$ cat src/rtl/multicycle_control_unit_pkg.sv
// Purpose: shared encodings for the multi-cycle RISC-V control unit (states, ALU ops, opcodes, mux selects).
// Latency: n/a (declarations only).
// Backpressure: n/a.
package riscv_ctrl_pkg;

    localparam int STATE_W = 4;

    typedef enum logic [3:0] {
        S_FETCH     = 4'd0,
        S_DECODE    = 4'd1,
        S_MEM_ADDR  = 4'd2,
        S_MEM_READ  = 4'd3,
        S_MEM_WB    = 4'd4,
        S_MEM_WRITE = 4'd5,
        S_EXEC_R    = 4'd6,
        S_EXEC_I    = 4'd7,
        S_ALU_WB    = 4'd8,
        S_BRANCH    = 4'd9,
        S_JAL       = 4'd10,
        S_LUI       = 4'd11,
        S_HALT      = 4'd12
    } state_t;

    // ALU operation codes; OR and ORI share one code, LUI passes operand B through.
    localparam logic [3:0] ALU_ADD = 4'b0000;
    localparam logic [3:0] ALU_SUB = 4'b0001;
    localparam logic [3:0] ALU_AND = 4'b0010;
    localparam logic [3:0] ALU_LUI = 4'b1000;
    localparam logic [3:0] ALU_ORI = 4'b1001;

    localparam logic [6:0] OPC_LOAD   = 7'b0000011;
    localparam logic [6:0] OPC_STORE  = 7'b0100011;
    localparam logic [6:0] OPC_R      = 7'b0110011;
    localparam logic [6:0] OPC_I      = 7'b0010011;
    localparam logic [6:0] OPC_BRANCH = 7'b1100011;
    localparam logic [6:0] OPC_JAL    = 7'b1101111;
    localparam logic [6:0] OPC_LUI    = 7'b0110111;

    localparam logic [2:0] F3_ADD = 3'b000;
    localparam logic [2:0] F3_OR  = 3'b110;
    localparam logic [2:0] F3_AND = 3'b111;
    localparam logic [6:0] F7_BASE = 7'b0000000;
    localparam logic [6:0] F7_ALT  = 7'b0100000;

    localparam logic [1:0] SRC_A_PC    = 2'b00;
    localparam logic [1:0] SRC_A_OLDPC = 2'b01;
    localparam logic [1:0] SRC_A_RS1   = 2'b10;
    localparam logic [1:0] SRC_A_ZERO  = 2'b11;

    localparam logic [1:0] SRC_B_RS2  = 2'b00;
    localparam logic [1:0] SRC_B_IMM  = 2'b01;
    localparam logic [1:0] SRC_B_FOUR = 2'b10;

    localparam logic [1:0] RES_ALUOUT = 2'b00;
    localparam logic [1:0] RES_MEM    = 2'b01;
    localparam logic [1:0] RES_ALU    = 2'b10;

    // Datapath control word (everything except the ALU op and debug state).
    typedef struct packed {
        logic       pc_write;
        logic       pc_src;
        logic       ir_write;
        logic       mem_read;
        logic       mem_write;
        logic       reg_write;
        logic [1:0] alu_src_a;
        logic [1:0] alu_src_b;
        logic [1:0] result_src;
        logic       halted;
    } ctrl_t;

endpackage

$ cat src/rtl/multicycle_control_unit_if.sv
// Purpose: control-unit <-> datapath bundle: IR fields and status in, enables/selects/ALU op out.
// Latency: n/a (wires only).
// Backpressure: mem_ready_i stretches memory states; no other flow control.
// Ports: master = control unit (drives *_o), slave = datapath (drives *_i).
interface multicycle_control_unit_if #(parameter int STATE_W = 4);
    logic [6:0]         opcode_i;
    logic [2:0]         funct3_i;
    logic [6:0]         funct7_i;
    logic               zero_i;
    logic               mem_ready_i;
    logic               PC_Write_o;
    logic               PC_Src_o;
    logic               IR_Write_o;
    logic               Mem_Read_o;
    logic               Mem_Write_o;
    logic               Reg_Write_o;
    logic [1:0]         ALU_Src_A_o;
    logic [1:0]         ALU_Src_B_o;
    logic [3:0]         ALU_Operation_o;
    logic [1:0]         Result_Src_o;
    logic               halted_o;
    logic [STATE_W-1:0] state_o;

    modport master (
        input  opcode_i, funct3_i, funct7_i, zero_i, mem_ready_i,
        output PC_Write_o, PC_Src_o, IR_Write_o, Mem_Read_o, Mem_Write_o, Reg_Write_o,
               ALU_Src_A_o, ALU_Src_B_o, ALU_Operation_o, Result_Src_o, halted_o, state_o
    );

    modport slave (
        output opcode_i, funct3_i, funct7_i, zero_i, mem_ready_i,
        input  PC_Write_o, PC_Src_o, IR_Write_o, Mem_Read_o, Mem_Write_o, Reg_Write_o,
               ALU_Src_A_o, ALU_Src_B_o, ALU_Operation_o, Result_Src_o, halted_o, state_o
    );
endinterface

$ cat src/rtl/multicycle_control_unit_alu_decoder.sv
// Purpose: maps {state, funct3, funct7} to the ALU op code and flags unsupported R/I encodings.
// Latency: combinational.
// Backpressure: none.
// Ports: state/funct3/funct7 in; alu_op, illegal out.
module alu_decoder
    import riscv_ctrl_pkg::*;
(
    input  state_t     state,
    input  logic [2:0] funct3,
    input  logic [6:0] funct7,
    output logic [3:0] alu_op,
    output logic       illegal
);

    always_comb begin
        alu_op  = ALU_ADD;
        illegal = 1'b0;
        case (state)
            S_EXEC_R: begin
                case (funct3)
                    F3_ADD: begin
                        if (funct7 == F7_BASE)     alu_op = ALU_ADD;
                        else if (funct7 == F7_ALT) alu_op = ALU_SUB;
                        else                       illegal = 1'b1;
                    end
                    F3_AND:  alu_op = ALU_AND;
                    F3_OR:   alu_op = ALU_ORI;
                    default: illegal = 1'b1;
                endcase
            end
            S_EXEC_I: begin
                case (funct3)
                    F3_ADD:  alu_op = ALU_ADD;
                    F3_OR:   alu_op = ALU_ORI;
                    F3_AND:  alu_op = ALU_AND;
                    default: illegal = 1'b1;
                endcase
            end
            S_LUI:    alu_op = ALU_LUI;
            S_BRANCH: alu_op = ALU_SUB;
            default:  alu_op = ALU_ADD;
        endcase
    end

endmodule

$ cat src/rtl/multicycle_control_unit.sv
// Purpose: main control FSM of the multi-cycle RISC-V datapath; Moore outputs plus ALU op issue.
// Latency: R/I/LUI/sw 4 cycles, lw 5, beq/jal 3, plus one cycle per memory wait.
// Backpressure: FETCH/MEM_READ/MEM_WRITE hold until mem_ready_i; HALT holds until reset.
// Ports: clk, reset (sync, active-low), bus (master modport of multicycle_control_unit_if).
module multicycle_control_unit
    import riscv_ctrl_pkg::*;
#(
    parameter int STATE_W = 4
) (
    input  logic                      clk,
    input  logic                      reset,
    multicycle_control_unit_if.master bus
);

    state_t     state;
    state_t     state_nxt;
    ctrl_t      ctrl;
    ctrl_t      ctrl_out;
    logic [3:0] alu_op;
    logic       alu_illegal;

    alu_decoder u_alu_decoder (
        .state   (state),
        .funct3  (bus.funct3_i),
        .funct7  (bus.funct7_i),
        .alu_op  (alu_op),
        .illegal (alu_illegal)
    );

    always_ff @(posedge clk) begin
        if (!reset) state <= S_FETCH;
        else        state <= state_nxt;
    end

    always_comb begin
        state_nxt = state;
        ctrl      = '0;
        case (state)
            S_FETCH: begin
                ctrl.mem_read  = 1'b1;
                ctrl.alu_src_a = SRC_A_PC;
                ctrl.alu_src_b = SRC_B_FOUR;
                // PC/IR only load on the cycle the instruction word actually arrives.
                ctrl.pc_write  = bus.mem_ready_i;
                ctrl.ir_write  = bus.mem_ready_i;
                if (bus.mem_ready_i) state_nxt = S_DECODE;
            end
            S_DECODE: begin
                // Speculatively compute oldPC+imm so BRANCH/JAL find their target in ALUOut.
                ctrl.alu_src_a = SRC_A_OLDPC;
                ctrl.alu_src_b = SRC_B_IMM;
                case (bus.opcode_i)
                    OPC_LOAD, OPC_STORE: state_nxt = S_MEM_ADDR;
                    OPC_R:               state_nxt = S_EXEC_R;
                    OPC_I:               state_nxt = S_EXEC_I;
                    OPC_BRANCH:          state_nxt = S_BRANCH;
                    OPC_JAL:             state_nxt = S_JAL;
                    OPC_LUI:             state_nxt = S_LUI;
                    default:             state_nxt = S_HALT;
                endcase
            end
            S_MEM_ADDR: begin
                ctrl.alu_src_a = SRC_A_RS1;
                ctrl.alu_src_b = SRC_B_IMM;
                state_nxt = (bus.opcode_i == OPC_LOAD) ? S_MEM_READ : S_MEM_WRITE;
            end
            S_MEM_READ: begin
                ctrl.mem_read = 1'b1;
                if (bus.mem_ready_i) state_nxt = S_MEM_WB;
            end
            S_MEM_WB: begin
                ctrl.reg_write  = 1'b1;
                ctrl.result_src = RES_MEM;
                state_nxt = S_FETCH;
            end
            S_MEM_WRITE: begin
                ctrl.mem_write = 1'b1;
                if (bus.mem_ready_i) state_nxt = S_FETCH;
            end
            S_EXEC_R: begin
                ctrl.alu_src_a = SRC_A_RS1;
                ctrl.alu_src_b = SRC_B_RS2;
                state_nxt = alu_illegal ? S_HALT : S_ALU_WB;
            end
            S_EXEC_I: begin
                ctrl.alu_src_a = SRC_A_RS1;
                ctrl.alu_src_b = SRC_B_IMM;
                state_nxt = alu_illegal ? S_HALT : S_ALU_WB;
            end
            S_LUI: begin
                ctrl.alu_src_a = SRC_A_ZERO;
                ctrl.alu_src_b = SRC_B_IMM;
                state_nxt = S_ALU_WB;
            end
            S_ALU_WB: begin
                ctrl.reg_write  = 1'b1;
                ctrl.result_src = RES_ALUOUT;
                state_nxt = S_FETCH;
            end
            S_BRANCH: begin
                ctrl.alu_src_a = SRC_A_RS1;
                ctrl.alu_src_b = SRC_B_RS2;
                ctrl.pc_src    = 1'b1;
                ctrl.pc_write  = bus.zero_i;
                state_nxt = S_FETCH;
            end
            S_JAL: begin
                // rd <= oldPC+4 from the live ALU result while PC takes the target in ALUOut.
                ctrl.alu_src_a  = SRC_A_OLDPC;
                ctrl.alu_src_b  = SRC_B_FOUR;
                ctrl.result_src = RES_ALU;
                ctrl.reg_write  = 1'b1;
                ctrl.pc_src     = 1'b1;
                ctrl.pc_write   = 1'b1;
                state_nxt = S_FETCH;
            end
            S_HALT: begin
                ctrl.halted = 1'b1;
                state_nxt = S_HALT;
            end
            default: state_nxt = S_HALT;
        endcase
    end

    // Outputs are forced to zero while reset is held so an aborted instruction cannot write.
    assign ctrl_out = reset ? ctrl : '0;

    assign bus.PC_Write_o      = ctrl_out.pc_write;
    assign bus.PC_Src_o        = ctrl_out.pc_src;
    assign bus.IR_Write_o      = ctrl_out.ir_write;
    assign bus.Mem_Read_o      = ctrl_out.mem_read;
    assign bus.Mem_Write_o     = ctrl_out.mem_write;
    assign bus.Reg_Write_o     = ctrl_out.reg_write;
    assign bus.ALU_Src_A_o     = ctrl_out.alu_src_a;
    assign bus.ALU_Src_B_o     = ctrl_out.alu_src_b;
    assign bus.Result_Src_o    = ctrl_out.result_src;
    assign bus.halted_o        = ctrl_out.halted;
    assign bus.ALU_Operation_o = reset ? alu_op : 4'b0000;
    assign bus.state_o         = reset ? STATE_W'(state) : '0;

endmodule

$ cat src/flat_wrapper.sv
// flat-port wrapper written by rule: the top's interface ports become plain ports
module multicycle_control_unit_flat import riscv_ctrl_pkg::*;
#(
    parameter int STATE_W = 4
)
  (clk, reset, bus_opcode_i, bus_funct3_i, bus_funct7_i, bus_zero_i, bus_mem_ready_i, bus_PC_Write_o, bus_PC_Src_o, bus_IR_Write_o, bus_Mem_Read_o, bus_Mem_Write_o, bus_Reg_Write_o, bus_ALU_Src_A_o, bus_ALU_Src_B_o, bus_ALU_Operation_o, bus_Result_Src_o, bus_halted_o, bus_state_o);
  multicycle_control_unit_if #(.STATE_W(STATE_W)) bus_i ();
  input  logic clk;
  input  logic reset;
  input wire logic [$bits(bus_i.opcode_i)-1:0] bus_opcode_i;
  input wire logic [$bits(bus_i.funct3_i)-1:0] bus_funct3_i;
  input wire logic [$bits(bus_i.funct7_i)-1:0] bus_funct7_i;
  input wire logic [$bits(bus_i.zero_i)-1:0] bus_zero_i;
  input wire logic [$bits(bus_i.mem_ready_i)-1:0] bus_mem_ready_i;
  output wire logic [$bits(bus_i.PC_Write_o)-1:0] bus_PC_Write_o;
  output wire logic [$bits(bus_i.PC_Src_o)-1:0] bus_PC_Src_o;
  output wire logic [$bits(bus_i.IR_Write_o)-1:0] bus_IR_Write_o;
  output wire logic [$bits(bus_i.Mem_Read_o)-1:0] bus_Mem_Read_o;
  output wire logic [$bits(bus_i.Mem_Write_o)-1:0] bus_Mem_Write_o;
  output wire logic [$bits(bus_i.Reg_Write_o)-1:0] bus_Reg_Write_o;
  output wire logic [$bits(bus_i.ALU_Src_A_o)-1:0] bus_ALU_Src_A_o;
  output wire logic [$bits(bus_i.ALU_Src_B_o)-1:0] bus_ALU_Src_B_o;
  output wire logic [$bits(bus_i.ALU_Operation_o)-1:0] bus_ALU_Operation_o;
  output wire logic [$bits(bus_i.Result_Src_o)-1:0] bus_Result_Src_o;
  output wire logic [$bits(bus_i.halted_o)-1:0] bus_halted_o;
  output wire logic [$bits(bus_i.state_o)-1:0] bus_state_o;
  assign bus_i.opcode_i = bus_opcode_i;
  assign bus_i.funct3_i = bus_funct3_i;
  assign bus_i.funct7_i = bus_funct7_i;
  assign bus_i.zero_i = bus_zero_i;
  assign bus_i.mem_ready_i = bus_mem_ready_i;
  assign bus_PC_Write_o = bus_i.PC_Write_o;
  assign bus_PC_Src_o = bus_i.PC_Src_o;
  assign bus_IR_Write_o = bus_i.IR_Write_o;
  assign bus_Mem_Read_o = bus_i.Mem_Read_o;
  assign bus_Mem_Write_o = bus_i.Mem_Write_o;
  assign bus_Reg_Write_o = bus_i.Reg_Write_o;
  assign bus_ALU_Src_A_o = bus_i.ALU_Src_A_o;
  assign bus_ALU_Src_B_o = bus_i.ALU_Src_B_o;
  assign bus_ALU_Operation_o = bus_i.ALU_Operation_o;
  assign bus_Result_Src_o = bus_i.Result_Src_o;
  assign bus_halted_o = bus_i.halted_o;
  assign bus_state_o = bus_i.state_o;
  multicycle_control_unit #(.STATE_W(STATE_W)) u_core (.clk(clk), .reset(reset), .bus(bus_i));
endmodule
$ cat config.mk
export PLATFORM = sky130hd
export DESIGN_NAME = multicycle_control_unit_flat
export DESIGN_NICKNAME = d
export VERILOG_FILES = /design/src/rtl/multicycle_control_unit_pkg.sv /design/src/rtl/multicycle_control_unit_if.sv /design/src/rtl/multicycle_control_unit_alu_decoder.sv /design/src/rtl/multicycle_control_unit.sv /design/src/flat_wrapper.sv
export SDC_FILE = /design/constraint.sdc
export NUM_CORES = 1
export LEC_CHECK = 0
export CORE_AREA = 2 2 51 53
export DETAILED_ROUTE_END_ITERATION = 8
export DIE_AREA = 0 0 53 55
export PLACE_DENSITY = 0.72
export SYNTH_ARGS = -nofsm -noshare
export SYNTH_HDL_FRONTEND = slang
export SYNTH_SLANG_ARGS = --single-unit
$ cat constraint.sdc
create_clock -name clk -period 2.01 [get_ports clk]
set_clock_uncertainty 0.15 [all_clocks]
set_input_delay 0.603 -clock clk [delete_from_list [all_inputs] [get_ports clk]]
set_output_delay 0.603 -clock clk [all_outputs]
set_load 0.02 [all_outputs]
After elaboration in Yosys (flattened, before gate mapping). Cells that the tools add are included.

Reductions and logical operators: 14. Equality and inequality tests: 25. Muxes and demuxes: 29.

Operators with widths (number): $pmux W4 S6 (2); $pmux W4 S8 (1); $eq A7 B6 Y1 const B (4); $eq A4 B4 Y1 const B (5); $mux W4 (5); $eq A4 B3 Y1 const B (4); $pmux W4 S4 (1); $eq A7 B7 Y1 const B (2); $reduce_or A2 Y1 (7); $mux W13 (1); $pmux W4 S3 (1); $mux W1 (11); $eq A4 B2 Y1 const B (2); $pmux W4 S2 (1); $eq A7 B2 Y1 const B (1); $eq A7 B5 Y1 const B (1); $logic_not A7 Y1 (1); $eq A3 B3 Y1 const B (2); $mux W3 (2); $ne A2 B2 Y1 const B (3); $reduce_or A3 Y1 (2); $eq A4 B1 Y1 const B (1); $logic_not A4 Y1 (1); $pmux W1 S2 (2); 5 further kinds (5).

Register bits: 4. Output and inout bits: 21. Logic and storage cells: 69. Input port bits: 21.

Longest topological paths before layout. Gate-level depths: netlist of the first run.

Depth in word-level cells: 7. Mapped depth: 5. Mapped depth without buffers: 4.

Cells and area by module. From an unflattened synthesis of the first run, not the netlist that was laid out.

Cell total of the unflattened synthesis: 131. Area, all modules: 883.3 sq um.

By module, submodules not included: multicycle_control_unit (seq. area each 80.1 sq um, area each 734.5 sq um, cells an instance 112, instances 1); alu_decoder (seq. area each 0.0 sq um, area each 148.9 sq um, cells an instance 19, instances 1).

Least setup slack after synthesis of the first run. OpenSTA, ideal clock, no wires.

Path type: input to output. Start point: input bus_funct3_i[1]. End point: output bus_ALU_Operation_o[3]. Data required time: 1257 ps. Data arrival time: 1632 ps. Path buffers: 0. Slack: -375 ps. Stages: 3. Path through: nand2_1 > or4b_2 > a21oi_1.

Word-level cells in the longest chain between the ends: 4. Elaborated cells on any way between the ends: 7. Classes of those cells: eq/ne: 2; mux: 4; reduce/logical: 1.

RTL lines: start, declared (line flat_wrapper.sv:11) `input wire logic [$bits(bus_i.funct3_i)-1:0] bus_funct3_i;`; $eq A3 B3 Y1 / $logic_not A3 Y1 (equally long branches) (line multicycle_control_unit_alu_decoder.sv:20, multicycle_control_unit_alu_decoder.sv:32); $pmux W4 S3 / $pmux W4 S2 (equally long branches) (line multicycle_control_unit_alu_decoder.sv:20, multicycle_control_unit_alu_decoder.sv:32); $pmux W4 S4 (*) (line multicycle_control_unit_alu_decoder.sv:18) `case (state)`; $mux W4 (*) (line multicycle_control_unit.sv:138) `assign bus.ALU_Operation_o = reset ? alu_op : 4'b0000;`; end, declared (line flat_wrapper.sv:23) `output wire logic [$bits(bus_i.ALU_Operation_o)-1:0] bus_ALU_Operation_o;`.

Mark *: on every way between the ends. The rest lies on a longest branch, timed or not.

Worst setup path after layout of the first run.
Start point: input bus_funct3_i[0]. End point: output bus_ALU_Operation_o[3].

The elaborated chain is that of the path after synthesis.

==> results of run 1 <==
cell families (layout without fill, tap and decap cells):
logic type / after synthesis / count (layout) / share of synthesized area [%]
AOI/OAI and AO/OA: 32 / 32 / 28.92
DFF: 4 / 4 / 10.58
xor gates and xnor gates: 2 / 2 / 2.314
and+or+nand+nor: 62 / 62 / 48.76
buffers and inverters: 14 / 95 / 8.925
other: 1 / 1 / 0.4954
placed cells by master, fill, tap and decap left out, drive strengths merged, types with 3 or more instances in the layout:
master         netlist  final
buf                  5     74
nand2                9      9
and2                 7      7
nor2                 7      7
nor3                 7      7
a21oi                6      6
dlygate4sd2          0      5
o21ai                5      5
dlymetal6s2s         0      4
nand2b               4      4
clkbuf               5      4
dfxtp                4      4
nor3b                4      4
inv                  4      4
o211ai               3      3
clkdlybuf4s50        0      3
nor2b                3      3
nand3                3      3
and3                 3      3
or3b                 3      3
path summary, 6_finish.rpt:
kind,end,depth (start not counted),from
hold / removal,u_core.state[2],4,bus_funct3_i[1]
setup reg to reg,u_core.state[1],5,u_core.state[3]
setup / recovery,bus_ALU_Operation_o[3],4,bus_funct3_i[0]
hold reg to reg,u_core.state[3],3,u_core.state[3]
synthesized netlist by cell type (2+ instances only):
library cell / number
clkbuf_1: 5
nor3_1: 7
o211ai_1: 3
nand3_1: 3
nor3b_1: 4
o21ai_0: 5
or3b_2: 2
a31oi_1: 2
buf_2: 3
or3_1: 2
and2_1: 7
o31ai_1: 2
and3_1: 3
nand2b_1: 4
nand3b_1: 2
o21a_1: 2
a32oi_1: 2
a21boi_0: 2
o22ai_1: 2
dfxtp_1: 4
nor2b_1: 3
inv_1: 4
nor4_1: 2
nor2_1: 7
nor4b_1: 2
a21oi_1: 6
nand2_1: 9
power breakdown:
| group | total (mW) | internal, mW | switching (mW) | leakage [nW] |
|---|---|---|---|---|
| logic | 0.882 | 0.443 | 0.439 | 0.767 |
| clock network | 0.103 | 0.0670 | 0.0356 | 0.0138 |
| registers | 0.147 | 0.103 | 0.0441 | 0.0353 |
| total | 1.13 | 0.613 | 0.519 | 0.816 |
area by class of cell:
cell class | instances | area, µm² | area share, %
multi-input combinational | 97 | 877.1 | 47.82
timing repair buffer | 88 | 782.0 | 42.63
sequential | 4 | 92.59 | 5.048
tap | 30 | 37.54 | 2.046
clock buffer | 3 | 22.52 | 1.228
inverter | 4 | 22.52 | 1.228
metrics by stage:
stage / utilization [%] / power (mW) / area, µm² / hold WS [ns] / cells
3_5_place_dp: 66.08 / 0.8308 / 1563 / 0.7334 / 216
2_1_floorplan: - / 0.4989 / 859.6 / 0.5188 / 115
6_report: 77.57 / 1.132 / 1834 / 0.5971 / 226
3_3_place_gp: 66.08 / 0.8128 / 1563 / 0.7267 / 216
5_1_grt: 77.57 / 1.194 / 1834 / 0.6114 / 226
4_1_cts: 71.11 / 0.9840 / 1682 / 0.5666 / 224
worst max-delay path, stage by stage:
cell and delay [ns]:
clkdlybuf4s15_1 0.18, or4b_4 0.50, a21oi_4 0.14, buf_6 0.13
per-layer routing:
metal	routed length, µm	global-route usage, %
met5	0	0
met2	2168	47.50
met4	105	5.556
met1	1505	25.65
met3	156	3.226
timing repair:
action / 4_1_cts / 5_1_grt
endpoints found under the setup margin: 22 / 22
hold endpoints to repair: 0 / 0
pin swaps: 20 / 13
setup buffers: 6 / 2
gates resized for setup: 169 / 39
==> flow_metrics.tcl, run 1 <==
set metrics [dict create \
    layout_worst_path_cycle_share_pct 114.4 \
    finalSetupTns_ns -1.829 \
    max-clock-path-buffers 2 \
    power-per-cell-area_mw_per_mm2 617.4 \
    drt_pass1_iterations 4 \
    library_cells_used_by_synthesis 43 \
    dieArea_mm2 0.002915 \
    drt-vias-per-instance 5.624 \
    postSynth.topFlopCell "dfxtp_1" \
    placeableCoreArea_mm2 0.002365 \
    io_pins 42 \
    layout-drive-gt1-share_pct 62.24 \
    antenna_diode_count 0 \
    synthesis.area_per_instance_um2 6.582 \
    synth_area_um2 757.0 \
    clkLatencyLatePin_ns 0.24 \
    post_synth_main_area_contributors "dfxtp_1 (11%), and2_1 (5.8%), nor3_1 (4.6%), nand2_1 (4.5%), a21oi_1 (4.0%)" \
    worst-endpoint-arrival_ns 1.55 \
    fmax_mhz 434.9 \
    timing.critical_path.required_ns 1.26 \
    rows 18 \
    rsz_0062_raised_after_global_routing "yes" \
    number_of_nets_in_the_synthesized_netlist 136 \
    cts.root.buffer_cell "clkbuf_4" \
    cts-buffers-inserted 3 \
    dieWidth_um 53 \
    globalplace.congestion 0.9077 \
    synth_largest_type_area_fraction_pct 10.58 \
    drv_cap 0 \
    track_usage_pct 23.49 \
    clock_tree_from_tritoncts "done" \
    async_flop_share_pct 0 \
    synth-edff-count 0 \
    initial_utilization_pct 32.01 \
    via_count_of_the_first_global_routing_pass 1247 \
    endpoint_kind "primary output" \
    worstHoldPathType "input port to flip-flop" \
    nFillCells 165 \
    finalNetCount 219 \
    largest_reg_flops 4 \
    finalMaxSlewViolations 0 \
    largest_registers "u_core.state (4)" \
    report.final.setup_viol 14 \
    pin_count_of_the_biggest_net_entering_global_routing 11 \
    peak_supply_drop_mv 0.4402 \
    registers.top_by_ff_count "u_core.state" \
    vias 1271 \
    period_needed_ns 2.300 \
    clock_tree.htree_level_count 1 \
    port_buffers 40 \
    clock_pin_slew_reported_for_the_worst_setup_and_hold_paths_after_clock_tree_synthesis_ns 0.04 \
    postRouteWirelength_um 3936 \
    layout-area-overhead-vs-synth_pct 142.3 \
    cts.sink_count 4 \
    critical_path_peak_fanout 2 \
    syn-instance-count 115 \
    hold_viol 0 \
    chipHeight_um 55 \
    antenna_violating_nets_post_route 0 \
    dp_worst_setup_slack_ns -1.194 \
    violations "setup timing" \
    synth_largest_area_cell "dfxtp_1" \
    critical_path_class "input port to primary output" \
    worst_slack_ns -0.2896 \
    first_pass_grt_wire_length_um 5202 \
    worst_reg_to_reg_setup_slack_ns 0.20 \
    route.detailed.wl_per_inst_um 17.42 \
    critical_path.startpoint_type "input port" \
    route.detailed.drc 0 \
    yosysWarningCount 0 \
    grt_overflow_total 0 \
    half_perimeter_wire_length_after_detailed_placement_um 2567 \
    hold_buffers 0 \
    drt_iter0_drc 19 \
    synthesized_flop_and_latch_total 4 \
    grt_antenna_before_repair 0 \
    total_leakage_power_nw 0.8156 \
    outcome "finished with violations" \
    register_area_share_after_synthesis_pct 10.58 \
]
No activity file was read; power rests on OpenSTA's default activity.
==> run 2, diff against run 1 <==
--- a/config.mk
+++ b/config.mk
@@ -6,9 +6,11 @@
 export NUM_CORES = 1
 export LEC_CHECK = 0
 export CORE_AREA = 2 2 51 53
+export CTS_CLUSTER_DIAMETER = 80
 export DETAILED_ROUTE_END_ITERATION = 8
 export DIE_AREA = 0 0 53 55
-export PLACE_DENSITY = 0.72
+export PLACE_DENSITY_LB_ADDON = 0.08
+export SETUP_SLACK_MARGIN = 0.05
 export SYNTH_ARGS = -nofsm -noshare
 export SYNTH_HDL_FRONTEND = slang
 export SYNTH_SLANG_ARGS = --single-unit
==> flow_metrics.tcl, run 2 (synthesized netlist as in run 1, its figures left out) <==
set metrics [dict create \
    placedInstanceArea_mm2 0.001593 \
    track_usage_pct 27.00 \
    antenna_violating_nets_post_route 0 \
    layout-drive-gt1-share_pct 67.80 \
    layout-area-overhead-vs-synth_pct 164.8 \
    violations "setup timing" \
    period_needed_ns 2.357 \
    switching_share_pct 42.78 \
    clock_tree_from_tritoncts "done" \
    worst-endpoint-arrival_ns 1.60 \
    cts-buffers-inserted 3 \
    post_layout_nonfiller_instances 235 \
    fmax_mhz 424.3 \
    rsz_0062_raised_after_global_routing "yes" \
    route.detailed.drc 0 \
    power_spent_charging_and_discharging_nets_mw 0.5653 \
    layout.cells.most_common "buf_4" \
    dpl.cell_count 216 \
    timing.critical_path.required_ns 1.26 \
    cts.sink_count 4 \
    finalNetCount 228 \
    clkLatencyLatePin_ns 0.25 \
    io_pins 42 \
    via_count_of_the_first_global_routing_pass 1263 \
    critical_path_peak_fanout 4 \
    internal-power_mw 0.7562 \
    drv_cap 0 \
    rows 18 \
    port_buffers 40 \
    chipHeight_um 55 \
    power_frac_comb_pct 81.8 \
    drt_iter0_drc 19 \
    max-clock-path-buffers 2 \
    cts.root.buffer_cell "clkbuf_4" \
    dieWidth_um 53 \
    placeableCoreArea_mm2 0.002365 \
    critical_path_buf_inv_count 3 \
    largest_registers "u_core.state (4)" \
    cpMaxStageDelayCell "o31ai_2" \
    critical_path_class "input port to primary output" \
    initial_utilization_pct 32.01 \
    globalplace.congestion 0.9145 \
    pin_count_of_the_biggest_net_entering_global_routing 12 \
    outcome "finished with violations" \
    critical_path.startpoint_type "input port" \
    endpoint_kind "primary output" \
    clock_tree.htree_level_count 1 \
    fin_hold_ws_ns 0.5758 \
    registers.top_by_ff_count "u_core.state" \
    vias 1292 \
    largest_reg_flops 4 \
    nFillCells 129 \
    clock_pin_slew_reported_for_the_worst_setup_and_hold_paths_after_clock_tree_synthesis_ns 0.04 \
    dp_worst_setup_slack_ns -1.191 \
    route.detailed.wl_per_inst_um 17.84 \
    hold_viol 0 \
    stdcell_area_mm2 0.002004 \
    half_perimeter_wire_length_after_detailed_placement_um 2374 \
    grt_overflow_total 0 \
    drt-vias-per-instance 5.498 \
    finalMaxSlewViolations 0 \
    first_pass_grt_wire_length_um 5720 \
    layout.cells.most_common_list "buf_4 (37), buf_6 (33), buf_8 (8), dlygate4sd2_1 (7)" \
    layout_worst_path_cycle_share_pct 117.2 \
    clockPowerShare_pct 8.2 \
    worst_slack_ns -0.3467 \
    hold_buffers 0 \
    crit_family "buffers and inverters" \
    power-per-cell-area_mw_per_mm2 659.3 \
    dieArea_mm2 0.002915 \
    postRouteWirelength_um 4192 \
    report.final.setup_viol 15 \
    antenna_diode_count 0 \
    finalSetupTns_ns -2.580 \
    drt_pass1_iterations 7 \
    grt_antenna_before_repair 0 \
    critical_path.cell_chain "buf_8 > buf_6 > nor4b_4 > a31oi_2 > o31ai_2 > buf_4" \
    largest_stage_delay_on_the_critical_path_ns 0.23 \
    peak_supply_drop_mv 0.6521 \
    worstHoldPathType "input port to flip-flop" \
    seq_power_share_pct 9.9 \
    total_leakage_power_nw 0.8846 \
]
==> run 2: final timing paths <==
path / start / endpoint / slack, ns / depth (start not counted)
hold reg to reg: u_core.state[1] / u_core.state[1] / 0.65 / 4
setup / recovery: bus_funct3_i[1] / bus_ALU_Operation_o[0] / -0.35 / 6
setup reg to reg: u_core.state[0] / u_core.state[1] / 0.17 / 6
hold / removal: bus_mem_ready_i / u_core.state[2] / 0.58 / 4
==> run 2: layout make-up <==
type / instances / area [µm²] / share of cell area [%]
Timing Repair Buffer: 97 / 943.4 / 47.07
Multi-Input combinational cell: 97 / 885.9 / 44.19
Sequential cell: 4 / 95.09 / 4.744
Tap cell: 30 / 37.54 / 1.873
Clock buffer: 3 / 22.52 / 1.124
Inverter: 4 / 20.02 / 0.9988
==> run 2: worst min-delay path: stages <==
cell	delay (ns)
buf_8	0.10
inv_4	0.04
a221oi_1	0.06
a31oi_1	0.12
==> run 2: stage by stage <==
stage,utilization [%],total power [mW]
final,84.76,1.322
after global routing,84.76,1.379
after CTS,79.26,1.143
after detailed placement,67.35,0.8685
after global placement,67.35,0.8532
after floorplan,-,0.5161
==> run 2: per-layer routing <==
metal,vias up,global-route usage (%),share of wire [%]
li1,611,-,-
met1,617,28.96,40
met2,52,54.58,54
met3,12,1.344,3.8
met4,0,11.54,2.4
met5,-,0,0
==> run 2: repair_timing <==
item / 4_1_cts / 5_1_grt
buffers inserted: 14 / 5
endpoints found under the setup margin: 23 / 19
endpoints found under the hold margin: 0 / 0
pin swaps: 25 / 15
resized for setup: 220 / 23
==> run 2: power groups by stage <==
| stage | logic, mW | registers [mW] | clock network, mW |
|---|---|---|---|
| 4_1_cts | 0.901 | 0.135 | 0.107 |
| 2_1_floorplan | 0.410 | 0.107 | 0 |
| 3_5_place_dp | 0.737 | 0.132 | 0 |
| 5_1_grt | 1.13 | 0.133 | 0.116 |
| 6_report | 1.08 | 0.131 | 0.109 |
| 3_3_place_gp | 0.723 | 0.130 | 0 |
